===== config.mk =====
export PLATFORM = sky130hd
export DESIGN_NAME = i2s_rx_flat
export DESIGN_NICKNAME = d
export VERILOG_FILES = /design/src/rtl/i2s_rx_if.sv /design/src/rtl/i2s_rx.sv /design/src/flat_wrapper.sv
export SDC_FILE = /design/constraint.sdc
export NUM_CORES = 1
export LEC_CHECK = 0
export CAP_MARGIN = 20
export CELL_PAD_IN_SITES_DETAIL_PLACEMENT = 1
export CELL_PAD_IN_SITES_GLOBAL_PLACEMENT = 1
export CORE_MARGIN = 5
export CORE_UTILIZATION = 45
export CTS_BUF_LIST = sky130_fd_sc_hd__clkbuf_4
export CTS_CLUSTER_DIAMETER = 80
export DETAILED_ROUTE_END_ITERATION = 12
export DONT_BUFFER_PORTS = 1
export PLACE_DENSITY = 0.74
export SYNTH_ARGS = -nofsm -noshare
export SYNTH_HDL_FRONTEND = slang
export SYNTH_SLANG_ARGS = --single-unit

===== constraint.sdc =====
create_clock -name sclk_i -period 2.4 [get_ports sclk_i]
set_input_delay 0.48 -clock sclk_i [delete_from_list [all_inputs] [get_ports sclk_i]]
set_output_delay 0.48 -clock sclk_i [all_outputs]
set_load 0.005 [all_outputs]

===== src/rtl/i2s_rx_if.sv =====
// i2s_rx_if: serial I2S inputs and captured-sample outputs of the receiver
interface i2s_rx_if #(parameter int DATA_WIDTH = 16);
    logic                  ws_i;
    logic                  sdata_i;
    logic [DATA_WIDTH-1:0] left_o;
    logic [DATA_WIDTH-1:0] right_o;
    logic                  valid_o;
    logic                  err_o;
    modport master (output ws_i, sdata_i, input left_o, right_o, valid_o, err_o);
    modport slave  (input ws_i, sdata_i, output left_o, right_o, valid_o, err_o);
endinterface


===== src/rtl/i2s_rx.sv =====
// i2s_rx: Philips I2S receiver; captures MSB-first slots, emits a frame pulse and a sticky framing error
module i2s_rx #(
    parameter int DATA_WIDTH = 16
) (
    input logic sclk_i,
    input logic rst_n_i,
    i2s_rx_if.slave bus
);
    localparam int CW = $clog2(DATA_WIDTH + 1);
    localparam logic [CW-1:0] FULL = CW'(DATA_WIDTH);
    typedef enum logic [1:0] {SYNC, LEFT, RIGHT} state_t;
    state_t                state, state_n;
    logic                  ws_d, edge_w, good, valid_n, err_n;
    logic [CW-1:0]         cnt, cnt_n;
    logic [DATA_WIDTH-1:0] sr, sr_n, hold, hold_n, word, left_n, right_n;
    always_comb begin
        edge_w  = bus.ws_i != ws_d;
        // once the slot is full the register keeps the first DATA_WIDTH bits
        word    = (cnt < FULL) ? {sr[DATA_WIDTH-2:0], bus.sdata_i} : sr;
        good    = cnt >= FULL - CW'(1);
        state_n = state;
        cnt_n   = (cnt < FULL) ? cnt + CW'(1) : cnt;
        sr_n    = word;
        hold_n  = hold;
        left_n  = bus.left_o;
        right_n = bus.right_o;
        valid_n = 1'b0;
        err_n   = bus.err_o;
        case (state)
            SYNC: if (edge_w && ws_d) begin
                state_n = LEFT;
                cnt_n   = '0;
            end
            LEFT: if (edge_w) begin
                cnt_n   = '0;
                hold_n  = good ? word : hold;
                err_n   = bus.err_o | ~good;
                state_n = good ? RIGHT : SYNC;
            end
            RIGHT: if (edge_w) begin
                // a falling ws edge always restarts a left slot, even after a short right slot
                cnt_n   = '0;
                state_n = LEFT;
                err_n   = bus.err_o | ~good;
                valid_n = good;
                left_n  = good ? hold : bus.left_o;
                right_n = good ? word : bus.right_o;
            end
            default: state_n = SYNC;
        endcase
    end
    always_ff @(posedge sclk_i or negedge rst_n_i) begin
        if (!rst_n_i) begin
            state       <= SYNC;
            ws_d        <= 1'b0;
            cnt         <= '0;
            sr          <= '0;
            hold        <= '0;
            bus.left_o  <= '0;
            bus.right_o <= '0;
            bus.valid_o <= 1'b0;
            bus.err_o   <= 1'b0;
        end else begin
            state       <= state_n;
            ws_d        <= bus.ws_i;
            cnt         <= cnt_n;
            sr          <= sr_n;
            hold        <= hold_n;
            bus.left_o  <= left_n;
            bus.right_o <= right_n;
            bus.valid_o <= valid_n;
            bus.err_o   <= err_n;
        end
    end
endmodule


===== src/flat_wrapper.sv =====
// flat-port wrapper written by rule: the top's interface ports become plain ports
module i2s_rx_flat 
#(
    parameter int DATA_WIDTH = 16
)
  (sclk_i, rst_n_i, bus_ws_i, bus_sdata_i, bus_left_o, bus_right_o, bus_valid_o, bus_err_o);
  i2s_rx_if #(.DATA_WIDTH(DATA_WIDTH)) bus_i ();
  input logic sclk_i;
  input logic rst_n_i;
  input wire logic [$bits(bus_i.ws_i)-1:0] bus_ws_i;
  input wire logic [$bits(bus_i.sdata_i)-1:0] bus_sdata_i;
  output wire logic [$bits(bus_i.left_o)-1:0] bus_left_o;
  output wire logic [$bits(bus_i.right_o)-1:0] bus_right_o;
  output wire logic [$bits(bus_i.valid_o)-1:0] bus_valid_o;
  output wire logic [$bits(bus_i.err_o)-1:0] bus_err_o;
  assign bus_i.ws_i = bus_ws_i;
  assign bus_i.sdata_i = bus_sdata_i;
  assign bus_left_o = bus_i.left_o;
  assign bus_right_o = bus_i.right_o;
  assign bus_valid_o = bus_i.valid_o;
  assign bus_err_o = bus_i.err_o;
  i2s_rx #(.DATA_WIDTH(DATA_WIDTH)) u_core (.sclk_i(sclk_i), .rst_n_i(rst_n_i), .bus(bus_i));
endmodule

# [Yosys cells after proc, flatten, opt, wreduce, memory -nomap -nowiden]
# Index checks and enable logic that the tools add are counted.
[word_totals] ff_bits=74 in_bits=4 word_cells=39
[op_classes] n_addsub=1 magnitude_cmp=2 n_eq_ne=6 n_mux=12 n_bitwise=2 n_reduce_logical=7
[ops] operator="2-to-1 mux 16 bit" count=1
[ops] operator="2-to-1 mux 5 bit" count=3
[ops] operator="one-hot mux 5 bit (2 select lines)" count=1
[ops] operator="AND reduction 3 bit" count=3
[ops] operator="2-to-1 mux 2 bit" count=4
[ops] operator="inequality test 2 x 1 -> 1 bit (second input constant)" count=3
[ops] operator="one-hot mux 2 bit (3 select lines)" count=1
[ops] operator="adder 5 x 1 -> 5 bit (second input constant)" count=1
[ops] operator="greater-or-equal comparator 5 x 4 -> 1 bit (second input constant)" count=1
[ops] operator="< comparator 5 bit (second input constant)" count=1
[ops] operator="== test 2 x 1 -> 1 bit (second input constant)" count=1
[ops] operator="== test 2 bit (second input constant)" count=1
[ops] operator="zero test 2 bit" count=1
[ops] operator="2-to-1 mux 1 bit" count=2
[ops] operator="AND reduction 2 bit" count=1
[ops] operator="OR reduction 2 bit" count=1
[ops] operator="logical AND 1 bit" count=1
[ops] operator="inequality test 1 bit" count=1
[ops] operator="inverter 1 bit" count=1
[ops] operator="bitwise OR 1 bit" count=1

# [Logic depth before layout (Yosys ltp)]
# Gate-level depths: netlist of run 1.
[logic_depth] depth_word=4 depth_mapped=6 depth_no_buf=5

# [Worst setup path before layout of run 1]
# Ideal clock, no wire load.
[synth_timing] path_type="input -> register" startpoint="input bus_ws_i" endpoint="register u_core.hold[10]" setup_time_ns=0.125 arrival_ns=1.799 slack_ns=0.476 cell_stages=6 n_path_buf=1 path_cell_list="inv_1 -> ha_1 -> nand4b_1 -> o21ai_4 -> buf_12 -> mux2_4"
[synth_between] elab_chain_cells=2
[synth_rtl] element="from (decl)" line_no="flat_wrapper.sv:10" rtl="input wire logic [$bits(bus_i.ws_i)-1:0] bus_ws_i;"
[synth_rtl] element="inequality test 1 bit" line_no="i2s_rx.sv:17" rtl="edge_w = bus.ws_i != ws_d;"
[synth_rtl] element="AND reduction 3 bit (no source line)"
[synth_rtl] element="to (signal assigned)" line_no="i2s_rx.sv:68" rtl="hold <= hold_n;"
[synth_rtl] element="to (decl)" line_no="i2s_rx.sv:15" rtl="logic [DATA_WIDTH-1:0] sr, sr_n, hold, hold_n, word, left_n, right_n;"
# No other way between the ends.
# A chain may end at the register's enable or synchronous reset.

# [Worst setup path after layout of run 1]
[layout_timing] startpoint="register u_core.ws_d" endpoint="register u_core.bus.left_o[11]"
[layout_between] elab_chain_cells=2
[layout_rtl] element="from (decl)" line_no="i2s_rx.sv:13" rtl="logic ws_d, edge_w, good, valid_n, err_n;"
[layout_rtl] element="from (signal assigned)" line_no="i2s_rx.sv:65" rtl="ws_d <= bus.ws_i;"
[layout_rtl] element="inequality test 1 bit" line_no="i2s_rx.sv:17"
[layout_rtl] element="AND reduction 3 bit (no source line)"
[layout_rtl] element="to (signal assigned)" line_no="i2s_rx.sv:69" rtl="bus.left_o <= left_n;"
[layout_rtl] element="to (decl)" line_no="i2s_rx_if.sv:10" rtl="modport slave (input ws_i, sdata_i, output left_o, right_o, valid_o, err_o);"
# No other way between the ends.

==> results of run 1 <==
cells in the mapped netlist (2+ instances only):
cell type	n	area [sq um]
mux2_2	52	586
nand2_1	2	7.51
nor2_1	7	26.3
buf_2	3	15.0
nand3b_1	2	15.0
o21ai_4	2	32.5
nand4b_1	3	26.3
buf_6	3	33.8
dfrtp_1	74	1850
a22o_1	2	17.5
inv_1	5	18.8
xor2_1	2	17.5
ha_1	6	75.1
mux2i_1	2	20.0
mux2_1	3	33.8
mux2_4	9	135
where the power goes:
group,internal (mW),switching [mW],total (mW)
Combinational,0.107,0.148,0.255
Sequential,1.30,0.0656,1.37
Clock,0.324,0.450,0.774
critical path: stages (launching register included):
cell	delay, ns
dfrtp_1	0.39
ha_1	0.35
nand4b_1	0.26
o21ai_4	0.16
buf_4	0.29
mux2_2	0.37
state kept, by name, summed over array words and instances, names as in the netlist:
register	flops
u_core.bus.err_o	1
u_core.hold	16
u_core.sr	16
u_core.bus.valid_o	1
u_core.bus.left_o	16
u_core.state	2
u_core.cnt	5
u_core.ws_d	1
u_core.bus.right_o	16
logic make-up (layout without fill, tap and decap cells):
| logic type | count (synthesis) | in the layout | share of synthesized area |
|---|---|---|---|
| AO/OA/AOI/OAI | 9 | 9 | 0.0304 |
| buffers and inverters | 12 | 29 | 0.0292 |
| XOR/XNOR | 3 | 3 | 0.00876 |
| flip-flops | 74 | 74 | 0.617 |
| multiplexers | 66 | 66 | 0.258 |
| adder cells (fa/ha/maj) | 6 | 6 | 0.0250 |
| AND/OR/NAND/NOR | 17 | 17 | 0.0313 |
metal layers:
metal,wire [um],track usage,vias to the layer above
met5,0,0,-
met3,320,0.0499,8
met1,2240,0.164,796
met4,99,0.0678,0
met2,2620,0.222,30
li1,-,-,688
stage by stage:
| step | instance area, sq um | power [mW] | hold slack [ns] | util | instances |
|---|---|---|---|---|---|
| 2_1_floorplan | 3000 | 1.55 | 0.184 | - | 187 |
| 3_3_place_gp | 3070 | 1.59 | 0.187 | 0.478 | 263 |
| 3_5_place_dp | 3070 | 1.62 | 0.187 | 0.478 | 263 |
| 4_1_cts | 3260 | 2.44 | 0.0655 | 0.507 | 281 |
| 5_1_grt | 3260 | 2.53 | 0.0403 | 0.507 | 281 |
| 6_report | 3260 | 2.40 | 0.0952 | 0.507 | 281 |
cell usage in the layout, fill, tap and decap left out, drive strengths merged:
cell type	n
nand2	2
o41ai	1
buf	7
ha	6
a22o	2
clkinvlp	1
nand4b	3
nor2	7
and2	1
xnor2	1
clkinv	4
xor2	2
a21oi	2
bufinv	1
a31oi	1
mux2	64
o21ai	3
mux2i	2
dfrtp	74
nor2b	1
nand2b	1
clkbuf	9
nand3b	2
dlygate4sd3	1
inv	6
cell type report:
class	instances	share of cell area
clock buffers	9	0.0208
clock inverters	7	0.0238
inverters	5	0.00576
multi-input cells	101	0.326
flip-flops and latches	74	0.569
well taps	77	0.0296
repair buffers	8	0.0254
worst min-delay path by stage:
stage and to:
3_3_place_gp u_core.ws_d, 4_1_cts u_core.ws_d, 2_1_floorplan u_core.bus.err_o, 3_5_place_dp u_core.bus.left_o[4], 5_1_grt u_core.ws_d, 6_report u_core.ws_d
==> results.md, run 1 <==
- Crit Path Category: reg -> reg
- Buffers on Ports: 0
- Postcts setup bufs: 0
- Reg-to-reg critical path endpoint: u_core.bus.left_o[11]
- Final setup fails: 0
- Clock period minus worst slack: just under 2 ns
- Startpoint Class: flip-flop
- Share of cells above drive strength 1: 0.426
- Fmax: a little over 0.5 GHz
- Number of fillers in the final layout: 610
- CTS tree: built
- RSZ-0062 raised after global routing: no
- Via Count: around 1500
- Leak pwr: 1.58 nW
- Syn avg cell area: between 15 and 20 sq um
- Sequential area share after synthesis: 0.617
- R2R Setup Slk: 0.47 ns
- Clock Latency Late Sink: 0.41 ns
- Worst reg2reg path depth: 5
- H-Tree Depth: 3
- Dpl ws: 0.301 ns
- Gpl congestion: between 0.8 and 0.9
- Slew at the pin with the worst max-slew slack: around 0.36 ns
- DP HPWL: between 3000 and 4000 um
- Longest Clk Path Bufs: 2
- Register area: approximately 1900 sq um
- Gr ovfl total: 0
- Worst VDD drop: 0.000295 V
- Critical Path AT: 2.23 ns
- Worst Path Max Fanout: 21
- Final Max Tran Viols: 0
- Unique masters post-synth: 26
- DRC viols: 0
- Yosys warning count: 0
- Gr usage total: 0.138
- DIE AREA: 8400 sq um
- Synth Cell Area: 3000 sq um
- Initial antenna violation count: 0
- Clock-pin slew on the worst setup and hold paths: approximately 0.12 ns
- PD cells: 736 nW/um^2
- MaxCap Viol Count: 0
- CTS Sinks: between 70 and 80
- Worst Slack Setup Final: 0.465 ns
- Area occupied by multi-input gates: between 1000 and 1500 sq um
- Crit path required time: about 2.7 ns
- Critical Path End: u_core.bus.left_o[11]
- Vias in the first global route: ~1800
- Ports: 38
- Setup crit start: u_core.ws_d
- CTS Buf Count: 9
- Die Y: about 90 um
- Largest net degree at the start of global routing: 75
- # diodes: 0
- Final Hold Violating Endpoints: 0
- EDFF count, synth: 0
- Area delta synth->final: 8.51%
- Hold buffers post-CTS: 2
- Root buffer cell: clkbuf_4
- Detail Route Antenna Nets: 0
- Initial core utilization: 0.467
- Final wirelength: between 5000 and 6000 um
- Yosys reg bits: between 70 and 80
- Status: finished, final reports clean
- Hold Crit Start: bus_ws_i
- Final total negative setup slack: 0 ns
- 1st-iter DRT viols: a little under 60
- Clk_skew: 0.0145 ns
- Hold Path Stages: 0
- Die W: slightly above 90 um
- Gate Count Post-Synth: 187
- DR WL/cell: 18.8 um
- Crit. End Element: flip-flop
- Top_reg_cell synth: dfrtp_1
- First-pass GRT wire length: between 9000 and 10000 um
- Nets@finish: 209
- Worst hold path type: in -> reg
- Asr flop ratio synth: 1.00
- Period utilisation layout: 0.806
- Post-CTS Resized: 0
- Reg2Reg Launch Point: u_core.ws_d
- Core ar.: about 6400 sq um
- Slew HR: 0.758
- DR pass1 iterations: 3
- Row count: 29
- Synthesized Nets: between 150 and 200
- Vias per std cell: 5.42
No activity file was read; power rests on OpenSTA's default activity.
==> inputs of run 2 (changes only) <==
==> constraint.sdc (replaced) <==
create_clock -name sclk_i -period 1.8 [get_ports sclk_i]
set_input_delay 0.36 -clock sclk_i [delete_from_list [all_inputs] [get_ports sclk_i]]
set_output_delay 0.36 -clock sclk_i [all_outputs]
set_load 0.005 [all_outputs]
==> results.md, run 2 (synthesis results as in run 1) <==
- Register area: 1850 sq um (about the same)
- Final wirelength: 5390 um (+2.1%)
- Clk_skew: 0.0131 ns (-0.00140 ns)
- Gr ovfl total: 0 (unchanged)
- Placed Cells: 265 (+0.76%)
- CTS tree: built
- Commonest non-fill, non-tap cell in the layout: dfrtp_1
- Vias in the first global route: 1753 (-1.2%)
- Pwr Total: 3.14 mW (+31%)
- Crit Path Category: reg -> reg
- Final setup fails: 0 (unchanged)
- CTS Sinks: 74 (unchanged)
- Buffers on Ports: 0 (unchanged)
- Die W: 91.7 um (unchanged)
- Hold slack: -0.361 ns (-0.456 ns)
- Area occupied by multi-input gates: 1080 sq um (+1.4%)
- Dpl ws: -0.0214 ns (-0.322 ns)
- Number of fillers in the final layout: 599 (-1.8%)
- Status: finished, violations left
- Worst Path Max Fanout: 21 (unchanged)
- Worst Slack Setup Final: 0.0251 ns (-0.440 ns)
- PD cells: 953 nW/um^2 (+29%)
- Largest net degree at the start of global routing: 75 (unchanged)
- Longest Clk Path Bufs: 2 (unchanged)
- Failing checks: negative hold slack
- Gpl congestion: 0.803 (-0.97%)
- DRC viols: 0 (unchanged)
- Detail Route Antenna Nets: 0 (unchanged)
- Commonest cells after routing, fill and taps aside: dfrtp_1 (73), mux2_2 (52), mux2_4 (9), clkbuf_4 (9), nor2_1 (7)
- MaxCap Viol Count: 0 (unchanged)
- CTS Buf Count: 9 (unchanged)
- Slew HR: 0.774 (+0.0155)
- DR pass1 iterations: 2 (-1)
- Worst VDD drop: 0.000594 V (+100%)
- Ports: 38 (unchanged)
- Initial antenna violation count: 0 (unchanged)
- # diodes: 0 (unchanged)
- Final total negative setup slack: 0 ns (unchanged)
- Worst reg2reg path depth: 6 (+1)
- Gr usage total: 0.139 (+0.000927)
- Startpoint Class: flip-flop
- Clock Latency Late Sink: 0.40 ns (about the same)
- Worst hold path type: in -> async
- Final Hold Violating Endpoints: 74 (+74)
- Area delta synth->final: 9.97%
- Leak pwr: 1.59 nW (+0.39%)
- Row count: 29 (unchanged)
- DP HPWL: 3680 um (+0.62%)
- Period utilisation layout: 0.986 (+0.180)
- Vias per std cell: 5.31 (-1.9%)
- 1st-iter DRT viols: 45 (-24%)
- Crit path required time: 2.10 ns (-0.60 ns)
- Via Count: 1503 (-1.2%)
- Critical Path AT: 2.07 ns (-0.16 ns)
- Fmax: 0.563 GHz (+9.0%)
- Share of cells above drive strength 1: 0.447 (+0.0201)
- Crit. End Element: flip-flop
- Core ar.: 6420 sq um (unchanged)
- DIE AREA: 8400 sq um (unchanged)
- Final Max Tran Viols: 0 (unchanged)
- Nets@finish: 211 (+0.96%)
- H-Tree Depth: 3 (unchanged)
- First-pass GRT wire length: 9090 um (+0.54%)
- RSZ-0062 raised after global routing: yes
- Root buffer cell: clkbuf_4
- Hold buffers post-CTS: 1 (-1)
- Clock-pin slew on the worst setup and hold paths: 0.12 ns (about the same)
- Final non-filler cell total: 283 (+0.71%)
- Initial core utilization: 0.467 (unchanged)
- Die Y: 91.7 um (unchanged)
- DR WL/cell: 19.0 um (+1.4%)
- Clock period minus worst slack: 1.77 ns (-0.160 ns)
- Slew at the pin with the worst max-slew slack: 0.339 ns (-0.0232 ns)
==> run 2: critical path, cell delays in order (launching register included) <==
cell	delay, ns
dfrtp_2	0.45
inv_2	0.07
ha_2	0.21
nand4b_1	0.16
o21ai_4	0.23
buf_12	0.19
mux2_2	0.35
==> run 2: routing by layer <==
layer,vias to the layer above,track usage,wire (um)
met5,-,0,0
met4,0,0.0628,88
met3,9,0.0556,345
met2,31,0.223,2660
met1,779,0.164,2290
li1,684,-,-
==> run 2: what timing repair did <==
action / in CTS / in global routing
setup buffers: 1 / 0
pin swaps: 1 / 0
setup endpoints to repair: 44 / 34
resized for setup: 3 / 1
cloned: 0 / 0
endpoints found under the hold margin: 75 / 74
==> run 2: final timing paths <==
| kind | endpoint | startpoint | slack [ns] |
|---|---|---|---|
| min in group sclk_i | u_core.sr[0] | bus_sdata_i | 0.14 |
| worst max-delay path | u_core.bus.left_o[10] | u_core.state[0] | 0.03 |
| worst max register to register | u_core.bus.left_o[10] | u_core.state[0] | 0.03 |
| max in group asynchronous | u_core.bus.left_o[15] | rst_n_i | 2.05 |
| worst min-delay path | u_core.bus.right_o[5] | rst_n_i | -0.36 |
| worst min register to register | u_core.bus.left_o[0] | u_core.hold[0] | 0.51 |
==> run 2: where the power goes <==
part / internal [mW] / switching [mW]
Clock: 0.421 / 0.583
Sequential: 1.74 / 0.0931
Combinational: 0.140 / 0.167
==> run 2: area by class of cell <==
class	count	area share
clock inverter	7	0.0209
clock buffer	9	0.0205
timing repair buffer	10	0.0360
sequential	74	0.562
inverter	5	0.00569
tap	77	0.0292
multi-input combinational	101	0.326
==> run 2: stage by stage <==
step	instance area [sq um]	hold WS, ns	util
floorplan	3010	0.0644	-
global placement	3140	0.0668	0.489
detailed placement	3140	0.0670	0.489
CTS	3300	-0.398	0.514
global route	3300	-0.412	0.514
finish	3300	-0.361	0.514
